## src/rtl/throw_judge.sv

```systemverilog
// rtl/throw_judge.sv - judges a bowling throw against the target lane, tracks the frame
//
// Purpose: accepts a throw (x_pos, pow_lvl, target) over a valid/ready handshake,
// models ball travel for TRAVEL_CYCLES clocks, then emits one-cycle hit/miss pulses
// with pin count, strike/spare and frame-end flags.
//
// Ports:
//   clk, reset            clock (rising edge), asynchronous active-high reset
//   throw_valid/ready     throw handshake; ready only while idle
//   x_pos, pow_lvl,target throw parameters, sampled on accept
//   round_reset           synchronous frame clear; aborts an in-flight throw
//   hit, miss             one-cycle judgement pulses (exactly one per throw)
//   pins_down             pins knocked by the last judged throw (held)
//   pins_standing         pins left in the current frame
//   roll_idx              0 = first roll, 1 = second roll
//   strike, spare         one-cycle pulses coincident with hit
//   frame_done            one-cycle pulse coincident with hit/miss at frame end
//   gutter                one-cycle pulse with miss on an edge throw
//
// Optional feature: define GUTTER_DETECT_EN to force a miss for x_pos 0 or 15
// and pulse gutter; otherwise gutter stays 0 and edges use the normal lane rule.

module throw_judge #(
  parameter int TRAVEL_CYCLES = 8,
  parameter int PINS          = 10
) (
  input  logic       clk,
  input  logic       reset,
  input  logic       throw_valid,
  output logic       throw_ready,
  input  logic [3:0] x_pos,
  input  logic [2:0] pow_lvl,
  input  logic [2:0] target,
  input  logic       round_reset,
  output logic       hit,
  output logic       miss,
  output logic [3:0] pins_down,
  output logic [3:0] pins_standing,
  output logic       roll_idx,
  output logic       strike,
  output logic       spare,
  output logic       frame_done,
  output logic       gutter
);

  typedef enum logic [1:0] {IDLE, TRAVEL, JUDGE} state_t;

  localparam logic [3:0] PINS_L  = 4'(PINS);
  localparam logic [7:0] CNT_LD  = 8'(TRAVEL_CYCLES - 1);

  state_t     state_q, state_d;
  logic [7:0] cnt_q, cnt_d;
  logic [3:0] x_q, x_d;
  logic [2:0] pow_q, pow_d;
  logic [2:0] tgt_q, tgt_d;
  logic       ready_q, ready_d;
  logic       hit_q, hit_d, miss_q, miss_d;
  logic       strike_q, strike_d, spare_q, spare_d;
  logic       fd_q, fd_d, gutter_q, gutter_d;
  logic [3:0] down_q, down_d;
  logic [3:0] stand_q, stand_d;
  logic       roll_q, roll_d;

  logic [2:0] lane;
  logic       is_gutter;
  logic       judged_hit;
  logic [4:0] reach;
  logic [3:0] knocked;
  logic [3:0] remain;

`ifdef GUTTER_DETECT_EN
  assign is_gutter = (x_q == 4'd0) || (x_q == 4'd15);
`else
  // Only the lane bits matter when edge detection is compiled out.
  logic unused_x;
  assign unused_x  = ^x_q[1:0];
  assign is_gutter = 1'b0;
`endif

  always_comb begin
    lane       = {1'b0, x_q[3:2]} + 3'd1;
    judged_hit = (lane == tgt_q) && (pow_q != 3'd0) &&
                 (tgt_q >= 3'd1) && (tgt_q <= 3'd4) && !is_gutter;
    // Reach can exceed the rack (up to 16), so clamp to what is standing.
    reach      = {1'b0, pow_q, 1'b0} + 5'd2;
    if (!judged_hit)
      knocked = 4'd0;
    else if (reach > {1'b0, stand_q})
      knocked = stand_q;
    else
      knocked = reach[3:0];
    remain = stand_q - knocked;
  end

  always_comb begin
    state_d  = state_q;
    cnt_d    = cnt_q;
    x_d      = x_q;
    pow_d    = pow_q;
    tgt_d    = tgt_q;
    down_d   = down_q;
    stand_d  = stand_q;
    roll_d   = roll_q;
    hit_d    = 1'b0;
    miss_d   = 1'b0;
    strike_d = 1'b0;
    spare_d  = 1'b0;
    fd_d     = 1'b0;
    gutter_d = 1'b0;

    case (state_q)
      IDLE: begin
        if (throw_valid && !round_reset) begin
          x_d     = x_pos;
          pow_d   = pow_lvl;
          tgt_d   = target;
          cnt_d   = CNT_LD;
          state_d = TRAVEL;
        end
      end
      TRAVEL: begin
        if (cnt_q == 8'd0) state_d = JUDGE;
        else               cnt_d   = cnt_q - 8'd1;
      end
      JUDGE: begin
        hit_d    = judged_hit;
        miss_d   = !judged_hit;
        gutter_d = is_gutter;
        down_d   = knocked;
        if (!roll_q) begin
          if (knocked == PINS_L) begin
            strike_d = 1'b1;
            fd_d     = 1'b1;
            stand_d  = PINS_L;
          end else begin
            stand_d = remain;
            roll_d  = 1'b1;
          end
        end else begin
          fd_d    = 1'b1;
          spare_d = (remain == 4'd0) && (knocked != 4'd0);
          stand_d = PINS_L;
          roll_d  = 1'b0;
        end
        state_d = IDLE;
      end
      default: state_d = IDLE;
    endcase

    // Frame clear wins over any judgement in progress.
    if (round_reset) begin
      state_d  = IDLE;
      stand_d  = PINS_L;
      roll_d   = 1'b0;
      down_d   = down_q;
      hit_d    = 1'b0;
      miss_d   = 1'b0;
      strike_d = 1'b0;
      spare_d  = 1'b0;
      fd_d     = 1'b0;
      gutter_d = 1'b0;
    end

    ready_d = (state_d == IDLE);
  end

  always_ff @(posedge clk or posedge reset) begin
    if (reset) begin
      state_q  <= IDLE;
      cnt_q    <= 8'd0;
      x_q      <= 4'd0;
      pow_q    <= 3'd0;
      tgt_q    <= 3'd0;
      ready_q  <= 1'b1;
      hit_q    <= 1'b0;
      miss_q   <= 1'b0;
      strike_q <= 1'b0;
      spare_q  <= 1'b0;
      fd_q     <= 1'b0;
      gutter_q <= 1'b0;
      down_q   <= 4'd0;
      stand_q  <= PINS_L;
      roll_q   <= 1'b0;
    end else begin
      state_q  <= state_d;
      cnt_q    <= cnt_d;
      x_q      <= x_d;
      pow_q    <= pow_d;
      tgt_q    <= tgt_d;
      ready_q  <= ready_d;
      hit_q    <= hit_d;
      miss_q   <= miss_d;
      strike_q <= strike_d;
      spare_q  <= spare_d;
      fd_q     <= fd_d;
      gutter_q <= gutter_d;
      down_q   <= down_d;
      stand_q  <= stand_d;
      roll_q   <= roll_d;
    end
  end

  assign throw_ready   = ready_q;
  assign hit           = hit_q;
  assign miss          = miss_q;
  assign strike        = strike_q;
  assign spare         = spare_q;
  assign frame_done    = fd_q;
  assign gutter        = gutter_q;
  assign pins_down     = down_q;
  assign pins_standing = stand_q;
  assign roll_idx      = roll_q;

endmodule
```

## config.mk

```make
export PLATFORM = sky130hd
export DESIGN_NAME = throw_judge
export DESIGN_NICKNAME = d
export VERILOG_FILES = /design/src/rtl/throw_judge.sv
export SDC_FILE = /design/constraint.sdc
export NUM_CORES = 1
export LEC_CHECK = 0
export ABC_AREA = 1
export BUFFER_PORTS_ARGS = -buffer_cell sky130_fd_sc_hd__buf_2
export CORE_ASPECT_RATIO = 0.75
export CORE_MARGIN = 4
export CORE_UTILIZATION = 30
export CTS_BUF_LIST = sky130_fd_sc_hd__clkbuf_2 sky130_fd_sc_hd__clkbuf_4 sky130_fd_sc_hd__clkbuf_8
export DETAILED_ROUTE_END_ITERATION = 10
export GPL_TIMING_DRIVEN = 0
export HOLD_SLACK_MARGIN = 0.12
export PLACE_DENSITY_LB_ADDON = 0.1
export SLEW_MARGIN = 40
export SYNTH_ARGS = -nofsm -noshare
export SYNTH_HDL_FRONTEND = slang
export SYNTH_SLANG_ARGS = --single-unit
```

## constraint.sdc

```tcl
create_clock -name clk -period 2.9 [get_ports clk]
set_input_delay 0.435 -clock clk [delete_from_list [all_inputs] [get_ports clk]]
set_output_delay 0.435 -clock clk [all_outputs]
set_load 0.01 [all_outputs]
```

==> impl_metrics.prom, run 1 <==
# TYPE chip_impl_metric gauge
chip_impl_info{name="run_status",value="finished, final reports clean"} 1
chip_impl_metric{name="clock_sink_count",unit=""} 33
chip_impl_metric{name="viasPerCell",unit=""} 4.278
chip_impl_metric{name="placeableCoreArea",unit="um2"} 6287
chip_impl_info{name="root_buffer",value="sky130_fd_sc_hd__clkbuf_8"} 1
chip_impl_metric{name="synth_cells",unit=""} 236
chip_impl_info{name="cp_class",value="reg -> reg"} 1
chip_impl_metric{name="antenna_found_initial",unit=""} 0
chip_impl_metric{name="portBuffers",unit=""} 26
chip_impl_metric{name="net_count_reported_at_finish",unit=""} 299
chip_impl_metric{name="detailedRoute.firstIterationViolations",unit=""} 37
chip_impl_metric{name="totalNegativeSetupSlack",unit="ns"} 0
chip_impl_metric{name="place_hpwl",unit="mm"} 3.219
chip_impl_metric{name="period_needed",unit="ns"} 2.708
chip_impl_metric{name="post_synth.cell_area_avg",unit="um2"} 8.196
chip_impl_metric{name="powerDensity",unit="nW/um2"} 561.9
chip_impl_metric{name="num_antenna_cells",unit=""} 0
chip_impl_metric{name="synth_seq_area_share",unit=""} 0.4288
chip_impl_metric{name="post_synthesis_net_count",unit=""} 261
chip_impl_metric{name="cap_violations",unit=""} 0
chip_impl_metric{name="drt.antenna.violating_nets",unit=""} 0
chip_impl_metric{name="post-route-worst-setup-slack",unit="ns"} 0.1915
chip_impl_metric{name="timing.final.hold_violations",unit=""} 0
chip_impl_info{name="cp-start-kind",value="flop"} 1
chip_impl_metric{name="utilization",unit=""} 0.3813
chip_impl_metric{name="first_global_vias",unit=""} 1481
chip_impl_info{name="post_synth_main_area_contributors",value="sky130_fd_sc_hd__dfrtp_1 (39%), sky130_fd_sc_hd__nand2_1 (10%), sky130_fd_sc_hd__inv_1 (6.8%), sky130_fd_sc_hd__ha_1 (6.5%), sky130_fd_sc_hd__nand3_1 (5.4%)"} 1
chip_impl_metric{name="leakagePower",unit="nW"} 1.184
chip_impl_info{name="timing.critical_path.cells",value="ha_2, xnor2_2, inv_2, ha_4, nand2_1, inv_1, nand2_1, nand2_2, nand2_4, nand3_4, inv_1, ha_1, inv_2, fa_1, inv_2, nand3_1, nor2_1, nand2_1, nor2_2"} 1
chip_impl_metric{name="synth-edff-count",unit=""} 0
chip_impl_metric{name="cts-buffers-inserted",unit=""} 5
chip_impl_metric{name="fp.dieH",unit="um"} 77.54
chip_impl_metric{name="synth_top_area_frac",unit=""} 0.3881
chip_impl_metric{name="largest_net_degree_at_the_start_of_global_routing",unit=""} 34
chip_impl_metric{name="vias",unit=""} 1523
chip_impl_metric{name="place_ws",unit="ns"} -0.1173
chip_impl_metric{name="clock_transition_at_path_regs",unit="ns"} 0.08
chip_impl_metric{name="gp_routability_congestion",unit=""} 0.7534
chip_impl_metric{name="netlist_area",unit="um2"} 1934
chip_impl_info{name="tritoncts",value="built"} 1
chip_impl_metric{name="fmax",unit="MHz"} 369.2
chip_impl_info{name="critical_path.slowest_cell",value="sky130_fd_sc_hd__fa_1"} 1
chip_impl_info{name="post_synth_most_frequent_cells",value="sky130_fd_sc_hd__nand2_1 (54), sky130_fd_sc_hd__inv_1 (35), sky130_fd_sc_hd__dfrtp_1 (30), sky130_fd_sc_hd__nor2_1 (23), sky130_fd_sc_hd__nand3_1 (21)"} 1
chip_impl_metric{name="die_w",unit="um"} 100.7
chip_impl_metric{name="avgRoutedWirePerCell",unit="um"} 12.06
chip_impl_metric{name="cp_data_arrival_time",unit="ns"} 2.93
chip_impl_metric{name="post_route_cells_drive_above_1_share",unit=""} 0.2982
chip_impl_metric{name="cts-root-to-sink-buffers",unit=""} 2
chip_impl_info{name="crit-reg2reg-launch",value="pow_q[0]"} 1
chip_impl_metric{name="reg2regPathDepth",unit=""} 19
chip_impl_metric{name="ctsHtreeMaxLevel",unit=""} 2
chip_impl_metric{name="asyncSetResetFlopFracSynth",unit=""} 1.000
chip_impl_info{name="setup.worst_path.end_class",value="flop"} 1
chip_impl_info{name="hold_path.class",value="in -> async"} 1
chip_impl_metric{name="ys_seq_elements",unit=""} 33
chip_impl_metric{name="grt-ovfl-total",unit=""} 0
chip_impl_metric{name="finalWirelength",unit="mm"} 4.294
chip_impl_metric{name="grt_util_all_layers",unit=""} 0.1165
chip_impl_metric{name="post-layout-total-power",unit="mW"} 1.347
chip_impl_metric{name="holdBufCountCts",unit=""} 0
chip_impl_metric{name="crit_path_max_incr_delay",unit="ns"} 0.42
chip_impl_info{name="synth_top_area_cell",value="sky130_fd_sc_hd__dfrtp_1"} 1
chip_impl_metric{name="maxSlewViolCount",unit=""} 0
chip_impl_metric{name="rrSetupSlack",unit="ns"} 0.19
chip_impl_metric{name="first_pass_iters",unit=""} 6
chip_impl_metric{name="std_cell_rows",unit=""} 25
chip_impl_metric{name="area_growth",unit="%"} 23.93
chip_impl_info{name="r2r_end",value="spare"} 1
chip_impl_metric{name="final-setup-viol-count",unit=""} 0
chip_impl_metric{name="clkLatencyLatePin",unit="ns"} 0.29
chip_impl_metric{name="required_time_of_the_worst_setup_path",unit="ns"} 3.13
chip_impl_metric{name="fin_crit_share",unit=""} 0.9340
chip_impl_metric{name="grt_first_pass_wirelength",unit="mm"} 7.113
chip_impl_info{name="synthFlopType",value="sky130_fd_sc_hd__dfrtp_1"} 1
chip_impl_metric{name="initial_utilization",unit=""} 0.3077
chip_impl_metric{name="synth-warning-count",unit=""} 0
chip_impl_metric{name="slew_headroom",unit=""} 0.5266
chip_impl_metric{name="yosys.cell_types.count",unit=""} 33
chip_impl_metric{name="worst_clock_skew",unit="ns"} 0.009442
chip_impl_metric{name="peakVddDrop",unit="mV"} 0.2383
chip_impl_metric{name="worstPathMaxFanout",unit=""} 4
chip_impl_metric{name="worst-slew-pin-transition",unit="ns"} 0.7090
chip_impl_metric{name="detail_route.drc_violations",unit=""} 0
chip_impl_metric{name="top_level_ports",unit=""} 30
chip_impl_info{name="post-synth-top-count-cell",value="sky130_fd_sc_hd__nand2_1"} 1
chip_impl_metric{name="die_area",unit="um2"} 7810
worst max-delay path, delay by kind of cell, from the launching register on:
kind	cells	cell delay (ns)
flops	1	0.40
fa+ha+maj	4	1.08
buf+inv	5	0.30
xor+xnor	1	0.15
simple gates	9	0.72
worst max path at each step:
stage | start | endpoint | slack, ns
2_1_floorplan | pow_q[0] | spare | 0.23
3_3_place_gp | pow_q[0] | spare | -0.09
3_5_place_dp | pow_q[0] | spare | -0.12
4_1_cts | pow_q[0] | spare | 0.01
5_1_grt | pow_q[0] | pins_standing[3] | -0.0006
6_report | pow_q[0] | spare | 0.19
placed cells by master (no fill, tap or decap), types with 2 or more instances in the layout:
| cell | count |
|---|---|
| sky130_fd_sc_hd__nor2_2 | 3 |
| sky130_fd_sc_hd__ha_1 | 5 |
| sky130_fd_sc_hd__xnor2_1 | 3 |
| sky130_fd_sc_hd__dfstp_2 | 3 |
| sky130_fd_sc_hd__nand3_4 | 3 |
| sky130_fd_sc_hd__buf_2 | 26 |
| sky130_fd_sc_hd__xor2_1 | 3 |
| sky130_fd_sc_hd__nor2_4 | 2 |
| sky130_fd_sc_hd__inv_2 | 8 |
| sky130_fd_sc_hd__inv_1 | 31 |
| sky130_fd_sc_hd__a21oi_2 | 2 |
| sky130_fd_sc_hd__nor3_2 | 2 |
| sky130_fd_sc_hd__clkbuf_8 | 6 |
| sky130_fd_sc_hd__nand2_1 | 52 |
| sky130_fd_sc_hd__nand3_2 | 4 |
| sky130_fd_sc_hd__nand4_1 | 2 |
| sky130_fd_sc_hd__nand2_2 | 4 |
| sky130_fd_sc_hd__clkbuf_1 | 2 |
| sky130_fd_sc_hd__o21ai_0 | 3 |
| sky130_fd_sc_hd__o31ai_1 | 2 |
| sky130_fd_sc_hd__nor2_8 | 2 |
| sky130_fd_sc_hd__nand3_1 | 20 |
| sky130_fd_sc_hd__clkinv_1 | 2 |
| sky130_fd_sc_hd__dfrtp_1 | 30 |
| sky130_fd_sc_hd__ha_4 | 4 |
| sky130_fd_sc_hd__o21ai_1 | 11 |
| sky130_fd_sc_hd__nand2_4 | 2 |
| sky130_fd_sc_hd__buf_4 | 6 |
| sky130_fd_sc_hd__nor2_1 | 22 |
state kept, by name, indices dropped and copies added, names as in the netlist, 2 cells and up:
| signal | cells |
|---|---|
| x_q | 2 |
| tgt_q | 3 |
| pow_q | 3 |
| pins_standing | 4 |
| state_q | 2 |
| cnt_q | 8 |
| pins_down | 4 |
area by class of cell:
| cell class | instances | area [um2] |
|---|---|---|
| clock inverter | 1 | 7.507 |
| clock buffer | 7 | 90.09 |
| inverter | 41 | 153.9 |
| sequential | 33 | 829.5 |
| tap | 81 | 101.3 |
| timing repair buffer | 31 | 167.7 |
| buffer | 3 | 15.01 |
| fill | 662 | 3890 |
| multi-input combinational | 159 | 1032 |
repair_timing:
action                                 in CTS  in global routing
resized for setup                           5                 12
buffers inserted                            2                  3
pin swaps                                   1                  4
endpoints found under the hold margin       0                  0
setup endpoints to repair                   2                  4
metal layers:
metal | share of wire | GRT usage | up-vias
li1 | - | - | 819
met4 | 0.011 | 0.03230 | 0
met5 | 0 | 0 | -
met1 | 0.54 | 0.1709 | 665
met3 | 0.048 | 0.03235 | 8
met2 | 0.40 | 0.1656 | 31
metrics by stage:
step,hold WS (ns),cells,area (um2)
after floorplan,0.4528,236,1934
after global placement,0.4783,343,2166
after detailed placement,0.4784,343,2166
after CTS,0.2904,353,2305
after global routing,0.3264,356,2397
final,0.2576,356,2397
report_power, final:
| group | switching, mW | leakage, nW | total, mW | internal [mW] |
|---|---|---|---|---|
| Combinational | 0.251 | 0.720 | 0.425 | 0.173 |
| Sequential | 0.0342 | 0.416 | 0.542 | 0.508 |
| Clock | 0.178 | 0.0479 | 0.380 | 0.202 |
| Total | 0.463 | 1.18 | 1.35 | 0.884 |
kinds of logic (layout without fill, tap and decap cells):
group / after synthesis / in the layout / synth area share
xor+xnor: 7 / 7 / 0.03170
fa+ha+maj: 11 / 11 / 0.07503
other cells: 1 / 1 / 0.001939
compound gates: 20 / 20 / 0.05950
buf+inv: 44 / 83 / 0.08733
flops: 33 / 33 / 0.4289
simple gates: 120 / 120 / 0.3157
Power figures use the tool's default switching activity.
==> run 2: changes to the inputs <==
--- a/config.mk
+++ b/config.mk
@@ -5,13 +5,13 @@
 export SDC_FILE = /design/constraint.sdc
 export NUM_CORES = 1
 export LEC_CHECK = 0
-export ABC_AREA = 1
 export BUFFER_PORTS_ARGS = -buffer_cell sky130_fd_sc_hd__buf_2
 export CORE_ASPECT_RATIO = 0.75
 export CORE_MARGIN = 4
 export CORE_UTILIZATION = 30
 export CTS_BUF_LIST = sky130_fd_sc_hd__clkbuf_2 sky130_fd_sc_hd__clkbuf_4 sky130_fd_sc_hd__clkbuf_8
 export DETAILED_ROUTE_END_ITERATION = 10
+export GPL_ROUTABILITY_DRIVEN = 0
 export GPL_TIMING_DRIVEN = 0
 export HOLD_SLACK_MARGIN = 0.12
 export PLACE_DENSITY_LB_ADDON = 0.1
==> impl_metrics.prom, run 2 <==
# TYPE chip_impl_metric gauge
chip_impl_info{name="run_status",value="complete, but fails checks"} 1
chip_impl_info{name="failing_checks",value="setup timing"} 1
chip_impl_metric{name="p_sw",unit="uW"} 384.1
chip_impl_metric{name="post_route_cells_drive_above_1_share",unit=""} 0.4036
chip_impl_metric{name="peakVddDrop",unit="mV"} 0.2073
chip_impl_info{name="top_usage_layer",value="met2"} 1
chip_impl_metric{name="worst_clock_skew",unit="ns"} 0.002932
chip_impl_metric{name="ctsHtreeMaxLevel",unit=""} 2
chip_impl_metric{name="clkLatencyLatePin",unit="ns"} 0.27
chip_impl_info{name="root_buffer",value="sky130_fd_sc_hd__clkbuf_8"} 1
chip_impl_metric{name="drt.antenna.violating_nets",unit=""} 0
chip_impl_metric{name="first_pass_iters",unit=""} 7
chip_impl_info{name="post_synth_main_area_contributors",value="sky130_fd_sc_hd__dfrtp_1 (42%), sky130_fd_sc_hd__ha_1 (6.9%), sky130_fd_sc_hd__mux2_2 (5.6%), sky130_fd_sc_hd__dfstp_2 (4.4%), sky130_fd_sc_hd__nor2_1 (4.0%)"} 1
chip_impl_metric{name="p_seq_frac",unit=""} 0.408
chip_impl_metric{name="final.hold.worst_slack",unit="ns"} 0.2642
chip_impl_metric{name="fp.dieH",unit="um"} 75.19
chip_impl_info{name="tritoncts",value="built"} 1
chip_impl_metric{name="period_needed",unit="ns"} 2.990
chip_impl_info{name="setup.worst_path.end_class",value="flop"} 1
chip_impl_metric{name="maxSlewViolCount",unit=""} 0
chip_impl_info{name="max_flop_register",value="cnt_q"} 1
chip_impl_metric{name="required_time_of_the_worst_setup_path",unit="ns"} 3.07
chip_impl_metric{name="synth_seq_area_share",unit=""} 0.4595
chip_impl_metric{name="grt-ovfl-total",unit=""} 0
chip_impl_info{name="cp_class",value="reg -> reg"} 1
chip_impl_metric{name="synth_top_area_frac",unit=""} 0.4158
chip_impl_metric{name="place_hpwl",unit="mm"} 3.115
chip_impl_metric{name="cap_violations",unit=""} 0
chip_impl_metric{name="synth-edff-count",unit=""} 0
chip_impl_metric{name="grt_util_all_layers",unit=""} 0.1160
chip_impl_metric{name="power_switching_share",unit=""} 0.2977
chip_impl_metric{name="num_antenna_cells",unit=""} 0
chip_impl_info{name="timing.critical_path.cells",value="ha_4, xnor2_4, inv_2, ha_4, nand4b_1, and3_4, o21a_1, o21ai_2, ha_1, a21o_1, a21oi_2, a21oi_2, nor4_2"} 1
chip_impl_metric{name="synth-warning-count",unit=""} 0
chip_impl_metric{name="finalWirelength",unit="mm"} 4.186
chip_impl_metric{name="crit_path_max_incr_delay",unit="ns"} 0.43
chip_impl_metric{name="viasPerCell",unit=""} 4.847
chip_impl_metric{name="cts-buffers-inserted",unit=""} 5
chip_impl_metric{name="cts-root-to-sink-buffers",unit=""} 2
chip_impl_metric{name="path_buf_inv",unit=""} 1
chip_impl_info{name="synth_top_area_cell",value="sky130_fd_sc_hd__dfrtp_1"} 1
chip_impl_info{name="grt_setup_unrepaired",value="yes"} 1
chip_impl_metric{name="first_global_vias",unit=""} 1403
chip_impl_metric{name="placed_cells",unit=""} 281
chip_impl_metric{name="n_fill_cell",unit=""} 591
chip_impl_metric{name="portBuffers",unit=""} 26
chip_impl_metric{name="leakagePower",unit="nW"} 1.082
chip_impl_metric{name="antenna_found_initial",unit=""} 0
chip_impl_metric{name="timing.final.hold_violations",unit=""} 0
chip_impl_info{name="most-common-layout-cells",value="sky130_fd_sc_hd__dfrtp_1 (30), sky130_fd_sc_hd__buf_2 (27), sky130_fd_sc_hd__nor2_1 (19)"} 1
chip_impl_metric{name="area_growth",unit="%"} 32.71
chip_impl_info{name="critical_path.slowest_cell",value="sky130_fd_sc_hd__dfrtp_1"} 1
chip_impl_metric{name="ys_seq_elements",unit=""} 33
chip_impl_metric{name="internal-power",unit="uW"} 906.0
chip_impl_metric{name="detail_route.drc_violations",unit=""} 0
chip_impl_metric{name="place_area",unit="um2"} 2071
chip_impl_info{name="synthFlopType",value="sky130_fd_sc_hd__dfrtp_1"} 1
chip_impl_metric{name="std_cell_rows",unit=""} 24
chip_impl_metric{name="clock_sink_count",unit=""} 33
chip_impl_metric{name="grt_use_met2",unit=""} 0.1951
chip_impl_metric{name="fmax",unit="MHz"} 334.5
chip_impl_metric{name="final-setup-viol-count",unit=""} 2
chip_impl_metric{name="fin_crit_share",unit=""} 1.031
chip_impl_metric{name="avgRoutedWirePerCell",unit="um"} 13.91
chip_impl_metric{name="asyncSetResetFlopFracSynth",unit=""} 1.000
chip_impl_info{name="post_synth_most_frequent_cells",value="sky130_fd_sc_hd__dfrtp_1 (30), sky130_fd_sc_hd__nor2_1 (19), sky130_fd_sc_hd__inv_1 (15), sky130_fd_sc_hd__ha_1 (10), sky130_fd_sc_hd__nand2_1 (10)"} 1
chip_impl_metric{name="combPwrFrac",unit=""} 0.321
chip_impl_metric{name="placeableCoreArea",unit="um2"} 5826
chip_impl_metric{name="gr-usage-met1",unit=""} 0.1450
chip_impl_metric{name="yosys.cell_types.count",unit=""} 51
chip_impl_metric{name="largest_register_ffs",unit=""} 8
chip_impl_metric{name="worst-slew-pin-transition",unit="ns"} 0.6904
chip_impl_info{name="post-synth-top-count-cell",value="sky130_fd_sc_hd__dfrtp_1"} 1
chip_impl_metric{name="synth_cells",unit=""} 177
chip_impl_info{name="cp-start-kind",value="flop"} 1
chip_impl_metric{name="post_synth.cell_area_avg",unit="um2"} 10.20
chip_impl_metric{name="cp_data_arrival_time",unit="ns"} 3.16
chip_impl_metric{name="powerDensity",unit="nW/um2"} 538.4
chip_impl_metric{name="vias",unit=""} 1459
chip_impl_metric{name="initial_utilization",unit=""} 0.3099
chip_impl_info{name="layout.cells.most_common",value="sky130_fd_sc_hd__dfrtp_1"} 1
chip_impl_metric{name="top_level_ports",unit=""} 30
chip_impl_info{name="critical-path-top-delay-family",value="compound AO/OA/AOI/OAI gates"} 1
chip_impl_metric{name="die_w",unit="um"} 97.58
chip_impl_metric{name="worstPathMaxFanout",unit=""} 3
chip_impl_metric{name="p_clk_frac",unit=""} 0.272
chip_impl_metric{name="post_synthesis_net_count",unit=""} 202
chip_impl_metric{name="net_count_reported_at_finish",unit=""} 248
chip_impl_info{name="hold_path.class",value="in -> async"} 1
chip_impl_metric{name="clock_transition_at_path_regs",unit="ns"} 0.06
chip_impl_metric{name="largest_net_degree_at_the_start_of_global_routing",unit=""} 34
chip_impl_metric{name="detailedRoute.firstIterationViolations",unit=""} 63
chip_impl_metric{name="holdBufCountCts",unit=""} 0
chip_impl_metric{name="grt_first_pass_wirelength",unit="mm"} 6.713
chip_impl_metric{name="fin_cells",unit=""} 301
chip_impl_metric{name="layout_cell_area_excl_fill",unit="um2"} 2396
chip_impl_metric{name="netlist_area",unit="um2"} 1805
chip_impl_metric{name="post-route-worst-setup-slack",unit="ns"} -0.08970
chip_impl_metric{name="die_area",unit="um2"} 7337
chip_impl_metric{name="slew_headroom",unit=""} 0.5390
chip_impl_metric{name="met3_resource_use_gr",unit=""} 0.03889
-- run 2: cell types whose count changed in the layout (fill, tap and decap cells not counted), moves of 8 or more --
cell                      before  now
sky130_fd_sc_hd__inv_1        31   11
sky130_fd_sc_hd__o21ai_1      11    1
sky130_fd_sc_hd__buf_4         6   14
sky130_fd_sc_hd__nand3_1      20    1
sky130_fd_sc_hd__nand2_1      52    9
sky130_fd_sc_hd__mux2_2        0    9
-- run 2: cells by family (layout without fill, tap and decap cells) --
family	count (synthesis)	in the layout	share of synthesized area
buf+inv	19	65	0.04227
simple gates	62	62	0.1906
mux	9	9	0.05613
fa+ha+maj	11	11	0.08039
flops	33	33	0.4595
other cells	1	1	0.002077
compound gates	35	35	0.1351
xor+xnor	7	7	0.03396
-- run 2: layer usage --
layer,share of wire,vias up
li1,-,717
met1,0.46,697
met2,0.47,38
met3,0.058,7
met4,0.010,0
met5,0,-
-- run 2: area by class of cell --
class                      instances  area, um2  share of cell area
buffer                             4      20.02            0.008355
inverter                          15      56.30             0.02350
multi-input combinational        125       1075              0.4486
tap                               78      97.59             0.04073
sequential                        33      829.5              0.3462
clock buffer                       7      90.09             0.03760
timing repair buffer              39      227.7             0.09504
-- run 2: power by group through the flow --
stage | registers, mW | clock network (mW) | logic (mW)
after detailed placement | 0.529 | 0 | 0.293
after floorplan | 0.521 | 0 | 0.229
final | 0.526 | 0.350 | 0.414
after CTS | 0.525 | 0.367 | 0.374
after global placement | 0.527 | 0 | 0.286
after global routing | 0.530 | 0.383 | 0.454
-- run 2: final timing paths --
path | start | endpoint | slack (ns) | cells past startpoint
max in group asynchronous | reset | tgt_q[2] | 2.19 | 2
worst min register to register | pins_down[2] | pins_down[2] | 0.47 | 2
worst max-delay path | pow_q[0] | spare | -0.09 | 13
worst max register to register | pow_q[0] | spare | -0.09 | 13
min in group clk | pow_lvl[0] | pow_q[0] | 0.37 | 3
worst min-delay path | reset | pins_down[1] | 0.26 | 2
-- run 2: stage by stage --
stage / utilization / setup WS, ns / power [mW] / setup TNS [ns]
6_report: 0.4113 / -0.08970 / 1.290 / -0.1760
3_3_place_gp: 0.3555 / -0.3708 / 0.8130 / -0.6078
2_1_floorplan: - / 0.002659 / 0.7503 / 0
5_1_grt: 0.4113 / -0.2082 / 1.367 / -0.5157
3_5_place_dp: 0.3555 / -0.4385 / 0.8226 / -0.8272
4_1_cts: 0.3971 / -0.1234 / 1.265 / -0.2159
-- run 2: what timing repair did --
item / in CTS / in global routing
setup buffers: 7 / 6
pin swaps: 15 / 8
setup endpoints to repair: 4 / 5
resized for setup: 15 / 7
